$ cat src/rtl/adc_sample_scheduler.sv
// Runs one ADC conversion round per sample period (assistance, then phase voltage), updates both
// outputs atomically, pulses LoopStrobe per fresh pair and flags a hung converter. Optional: ADC_AVERAGE_EN.
module adc_sample_scheduler #(
  parameter int SAMPLE_DIV = 128,
  parameter int TIMEOUT    = 16
) (
  input  logic        c20k,
  input  logic        nReset,
  input  logic        Enable,
  output logic        AdcStart,
  output logic        AdcChannel,
  input  logic        AdcDone,
  input  logic [11:0] AdcData,
  output logic [11:0] AssistanceRequirement,
  output logic [11:0] PhaseWireVoltage,
  output logic        LoopStrobe,
  output logic        AdcFault
);

  localparam int             PW           = (SAMPLE_DIV > 1) ? $clog2(SAMPLE_DIV) : 1;
  localparam logic [PW-1:0]  PERIOD_LAST  = PW'(SAMPLE_DIV - 1);
  localparam logic [7:0]     TIMEOUT_LAST = 8'(TIMEOUT - 1);

  // SWITCH gives the channel mux one settling cycle before the second request.
  typedef enum logic [2:0] {
    IDLE   = 3'd0,
    START  = 3'd1,
    WAIT   = 3'd2,
    SWITCH = 3'd3,
    DONE   = 3'd4
  } stateT;

  stateT         stateR;
  stateT         nextStateS;
  logic [PW-1:0] periodCountR;
  logic [7:0]    toCountR;
  logic [11:0]   assistShadowR;
  logic          tickS;
  logic          captureS;
  logic          timeoutS;
  logic          lastConvS;
  logic [11:0]   sampleS;

`ifdef ADC_AVERAGE_EN
  logic [1:0]  convIdxR;
  logic [13:0] sumR;
  logic [13:0] sumNextS;

  // Running sum including the conversion completing this cycle.
  always_comb begin
    sumNextS = sumR + {2'b00, AdcData};
  end

  assign lastConvS = (convIdxR == 2'd3);
  assign sampleS   = sumNextS[13:2];

  // Per-channel accumulator; cleared after the fourth sample or on an aborted round.
  always_ff @(posedge c20k) begin
    if (!nReset) begin
      convIdxR <= 2'd0;
      sumR     <= 14'd0;
    end else if (captureS) begin
      convIdxR <= convIdxR + 2'd1;
      if (lastConvS) begin
        sumR <= 14'd0;
      end else begin
        sumR <= sumNextS;
      end
    end else if (timeoutS) begin
      convIdxR <= 2'd0;
      sumR     <= 14'd0;
    end else begin
      convIdxR <= convIdxR;
      sumR     <= sumR;
    end
  end
`else
  assign lastConvS = 1'b1;
  assign sampleS   = AdcData;
`endif

  assign tickS = (periodCountR == PERIOD_LAST);

  // Free-running sample period counter, independent of Enable and FSM state.
  always_ff @(posedge c20k) begin
    if (!nReset) begin
      periodCountR <= {PW{1'b0}};
    end else if (tickS) begin
      periodCountR <= {PW{1'b0}};
    end else begin
      periodCountR <= periodCountR + PW'(1);
    end
  end

  // Next-state decode for the conversion sequencer.
  always_comb begin
    nextStateS = stateR;
    captureS   = 1'b0;
    timeoutS   = 1'b0;
    case (stateR)
      IDLE: begin
        if (tickS && Enable) begin
          nextStateS = START;
        end else begin
          nextStateS = IDLE;
        end
      end
      START: nextStateS = WAIT;
      WAIT: begin
        if (AdcDone) begin
          captureS = 1'b1;
          if (!lastConvS) begin
            nextStateS = START;
          end else if (!AdcChannel) begin
            nextStateS = SWITCH;
          end else begin
            nextStateS = DONE;
          end
        end else if (toCountR == TIMEOUT_LAST) begin
          timeoutS   = 1'b1;
          nextStateS = IDLE;
        end else begin
          nextStateS = WAIT;
        end
      end
      SWITCH:  nextStateS = START;
      DONE:    nextStateS = IDLE;
      default: nextStateS = IDLE;
    endcase
  end

  // State register plus request/strobe/fault outputs and the conversion watchdog.
  always_ff @(posedge c20k) begin
    if (!nReset) begin
      stateR     <= IDLE;
      AdcStart   <= 1'b0;
      AdcChannel <= 1'b0;
      LoopStrobe <= 1'b0;
      AdcFault   <= 1'b0;
      toCountR   <= 8'd0;
    end else begin
      stateR     <= nextStateS;
      AdcStart   <= (nextStateS == START);
      LoopStrobe <= (nextStateS == DONE);
      if (stateR == WAIT) begin
        toCountR <= toCountR + 8'd1;
      end else begin
        toCountR <= 8'd0;
      end
      if (stateR == IDLE) begin
        AdcChannel <= 1'b0;
      end else if (nextStateS == SWITCH) begin
        AdcChannel <= 1'b1;
      end else begin
        AdcChannel <= AdcChannel;
      end
      if (timeoutS) begin
        AdcFault <= 1'b1;
      end else begin
        AdcFault <= AdcFault;
      end
    end
  end

  // Assistance waits in a shadow; both outputs load on the edge entering DONE.
  always_ff @(posedge c20k) begin
    if (!nReset) begin
      assistShadowR         <= 12'd0;
      AssistanceRequirement <= 12'd0;
      PhaseWireVoltage      <= 12'd0;
    end else if (captureS && lastConvS && !AdcChannel) begin
      assistShadowR         <= sampleS;
      AssistanceRequirement <= AssistanceRequirement;
      PhaseWireVoltage      <= PhaseWireVoltage;
    end else if (captureS && lastConvS && AdcChannel) begin
      assistShadowR         <= assistShadowR;
      AssistanceRequirement <= assistShadowR;
      PhaseWireVoltage      <= sampleS;
    end else begin
      assistShadowR         <= assistShadowR;
      AssistanceRequirement <= AssistanceRequirement;
      PhaseWireVoltage      <= PhaseWireVoltage;
    end
  end

endmodule

$ cat config.mk
export PLATFORM = sky130hd
export DESIGN_NAME = adc_sample_scheduler
export DESIGN_NICKNAME = d
export VERILOG_FILES = /design/src/rtl/adc_sample_scheduler.sv
export SDC_FILE = /design/constraint.sdc
export NUM_CORES = 1
export LEC_CHECK = 0
export ABC_CLOCK_PERIOD_IN_PS = 4300
export CORE_UTILIZATION = 52
export DETAILED_ROUTE_END_ITERATION = 6
export PLACE_DENSITY = 0.88
export SYNTH_ARGS = -nofsm -noshare
export SYNTH_HDL_FRONTEND = slang
export SYNTH_SLANG_ARGS = --single-unit
$ cat constraint.sdc
create_clock -name c20k -period 4.3 [get_ports c20k]
set_clock_uncertainty 0.1 [all_clocks]
set_input_delay 0.86 -clock c20k [delete_from_list [all_inputs] [get_ports c20k]]
set_output_delay 0.86 -clock c20k [all_outputs]
set_load 0.01 [all_outputs]
==> results.json <==
{
  "setup-tns-final_ns": 0,
  "min_period_ns": 2.419,
  "drc": 0,
  "clock-root-buffer": "clkbuf_8",
  "syn_inst": 261,
  "ios": 44,
  "avgSynthCellArea_sq_um": 8.456,
  "grt.overflow.total": 0,
  "die_y_um": 67.15,
  "slew_headroom_pct": 21.15,
  "grtUsageMet1_pct": 29.76,
  "die-area_sq_um": 4509,
  "irDropWorstVdd_mv": 0.2628,
  "status": "finished, final reports clean",
  "grt_pass1_vias": 1823,
  "cts_num_sinks": 58,
  "nets": 314,
  "clock_tree.buffer_depth": 2,
  "hp-class": "flop to flop",
  "h-tree-depth": 3,
  "hold_violations": 0,
  "cts_setup_buffers": 0,
  "arrival_ns": 2.58,
  "rsz0062_at_grt": "false",
  "die_width_um": 67.15,
  "cts-hold-fix-buffers": 0,
  "antenna_found_initial": 0,
  "num_vias": 2034,
  "cts_buffers": 9,
  "cts_resized": 0,
  "grt_max_degree": 40,
  "gr-max-usage-layer": "met2",
  "ys_warn_count": 0,
  "drive_gt1_share_pct": 5.667,
  "coreArea_sq_um": 4029,
  "post-dp-hpwl_mm": 3.191,
  "viasPerCell": 5.811,
  "start_util_pct": 54.78,
  "startpoint_type": "input port",
  "drt_iter0_drc": 155,
  "synth_top_area_share_pct": 52.61,
  "ys_ff_latch": 58,
  "finalPower_w": 0.001050,
  "rows": 23,
  "grtUsageMet2_pct": 39.50,
  "fmax_mhz": 413.5,
  "drtAntennaViolNets": 0,
  "antenna_cells": 0,
  "path_max_fanout": 13,
  "use_met3_pct": 10.47,
  "grt_pass1_wl_mm": 8.273,
  "crit_path_end_kind": "flop",
  "fin_crit_sh_pct": 56.25,
  "worst_pin_slew_ns": 1.181,
  "syn_nets": 279,
  "crit_type": "input port to flop",
  "synth_area_leaders": "dfxtp_1, a21oi_1, nand3_1",
  "yosys.area.top_type": "dfxtp_1",
  "port_buffers": 43,
  "clk_latency_ns": 0.33,
  "ys_types": 27,
  "timing.hold.ws_ns": 0.3558,
  "area_delta_synth_final_pct": 27.78,
  "cts_tree": "yes",
  "wire_per_inst_um": 14.63,
  "p_leak_nw": 0.9312,
  "maxSlewViolCount": 0,
  "p_per_area_nw_per_um2": 372.2,
  "ys_seq_area_share_pct": 52.61,
  "drt-pass1-iter-count": 5,
  "track_usage_pct": 25.37,
  "finalCoreUtilization_pct": 70.00,
  "cap_violations": 0,
  "clk_pin_slew_worst_paths_ns": 0.06,
  "cp.required_ns": 4.46,
  "drt_wl_total_mm": 5.122,
  "synthesis.area_sq_um": 2207,
  "routabilityCongestion": 0.7500,
  "setup_viol": 0
}
-- critical path: stages --
cell and delay [ns]:
clkdlybuf4s50_1 0.56, nor2b_1 0.78, o211ai_1 0.22, a22oi_2 0.16
-- Yosys cell counts (all sizes together) --
cell type   n
a21oi      42
a22oi       1
a32o        1
and2        1
and3        2
buf         2
clkbuf     18
dfxtp      58
ha          2
inv         3
nand2      11
nand2b      1
nand3      42
nor2       14
nor2b       2
nor3        1
nor3b       1
nor4b       1
o211ai      1
o21ai      42
o31ai       1
or3         5
or3b        1
or4         2
xnor2       3
xor2        3
-- sequential cells by signal, indices dropped and copies added, names as in the netlist --
| name | cells |
|---|---|
| AssistanceRequirement | 12 |
| PhaseWireVoltage | 12 |
| assistShadowR | 12 |
| toCountR | 8 |
| periodCountR | 7 |
| stateR | 3 |
| AdcChannel | 1 |
| AdcFault | 1 |
| AdcStart | 1 |
| LoopStrobe | 1 |
-- through the flow --
step           setup slack, ns  area [sq um]  instances
6_report                 1.881          2820        350
5_1_grt                  1.749          2820        350
4_1_cts                  1.936          2820        350
3_5_place_dp             1.581          2635        335
3_3_place_gp             1.635          2635        335
2_1_floorplan            2.371          2207        261
-- routing by layer --
layer,part of all wire (%),vias up,routed length [um]
met5,0,-,0
met4,2.6,0,131
met3,7.9,12,407
met2,47,84,2382
met1,43,946,2200
li1,-,992,-
-- power by group --
part           internal, W  leakage, nW  total (W)  switching [W]
sequential        0.000540        0.468   0.000541     0.00000156
clock             0.000278       0.0962   0.000474       0.000196
combinational    0.0000158        0.367  0.0000343      0.0000185
-- placed cells by master, fill, tap and decap left out, types with 2 or more instances in the layout --
master,netlist,routed
or3_1,5,5
nor2b_1,2,2
nand2_1,11,11
ha_1,2,2
nand3_1,42,42
dfxtp_1,58,58
xor2_1,3,3
nor2_1,14,14
clkdlybuf4s50_1,0,43
clkbuf_8,0,10
inv_1,3,3
clkinv_2,0,2
a21oi_1,42,42
and3_1,2,2
clkbuf_1,18,2
o21ai_0,42,42
xnor2_1,3,3
-- kinds of logic (layout without fill, tap and decap cells) --
logic type / Yosys count / in the layout / share of synthesized area, %
adder cells (fa/ha/maj): 2 / 2 / 1.134
flip-flops: 58 / 58 / 52.61
AND/OR/NAND/NOR: 84 / 84 / 19.10
AO/OA/AOI/OAI: 88 / 88 / 20.75
XOR/XNOR: 6 / 6 / 2.381
buffers and inverters: 23 / 62 / 4.025
-- final timing paths --
path	depth (start not counted)	slack, ns	endpoint	start
max reg2reg	3	2.39	assistShadowR[11]$_SDFFE_PN0P_	stateR[0]$_SDFF_PN0_
min reg2reg	1	0.36	toCountR[0]$_SDFF_PN0_	toCountR[0]$_SDFF_PN0_
max	4	1.88	AdcStart$_SDFF_PN0_	AdcDone
min	1	0.36	toCountR[0]$_SDFF_PN0_	toCountR[0]$_SDFF_PN0_
-- final cells by class --
type                    instances  area (sq um)
clock inverters                 3         40.04
fillers                       345          1209
inverters                       3         11.26
clock buffers                  12         145.1
multi-input cells             180         962.2
flip-flops and latches         58          1161
repair buffers                 44         437.9
well taps                      50         62.56
Note: power is estimated with default switching activity, not from simulation.
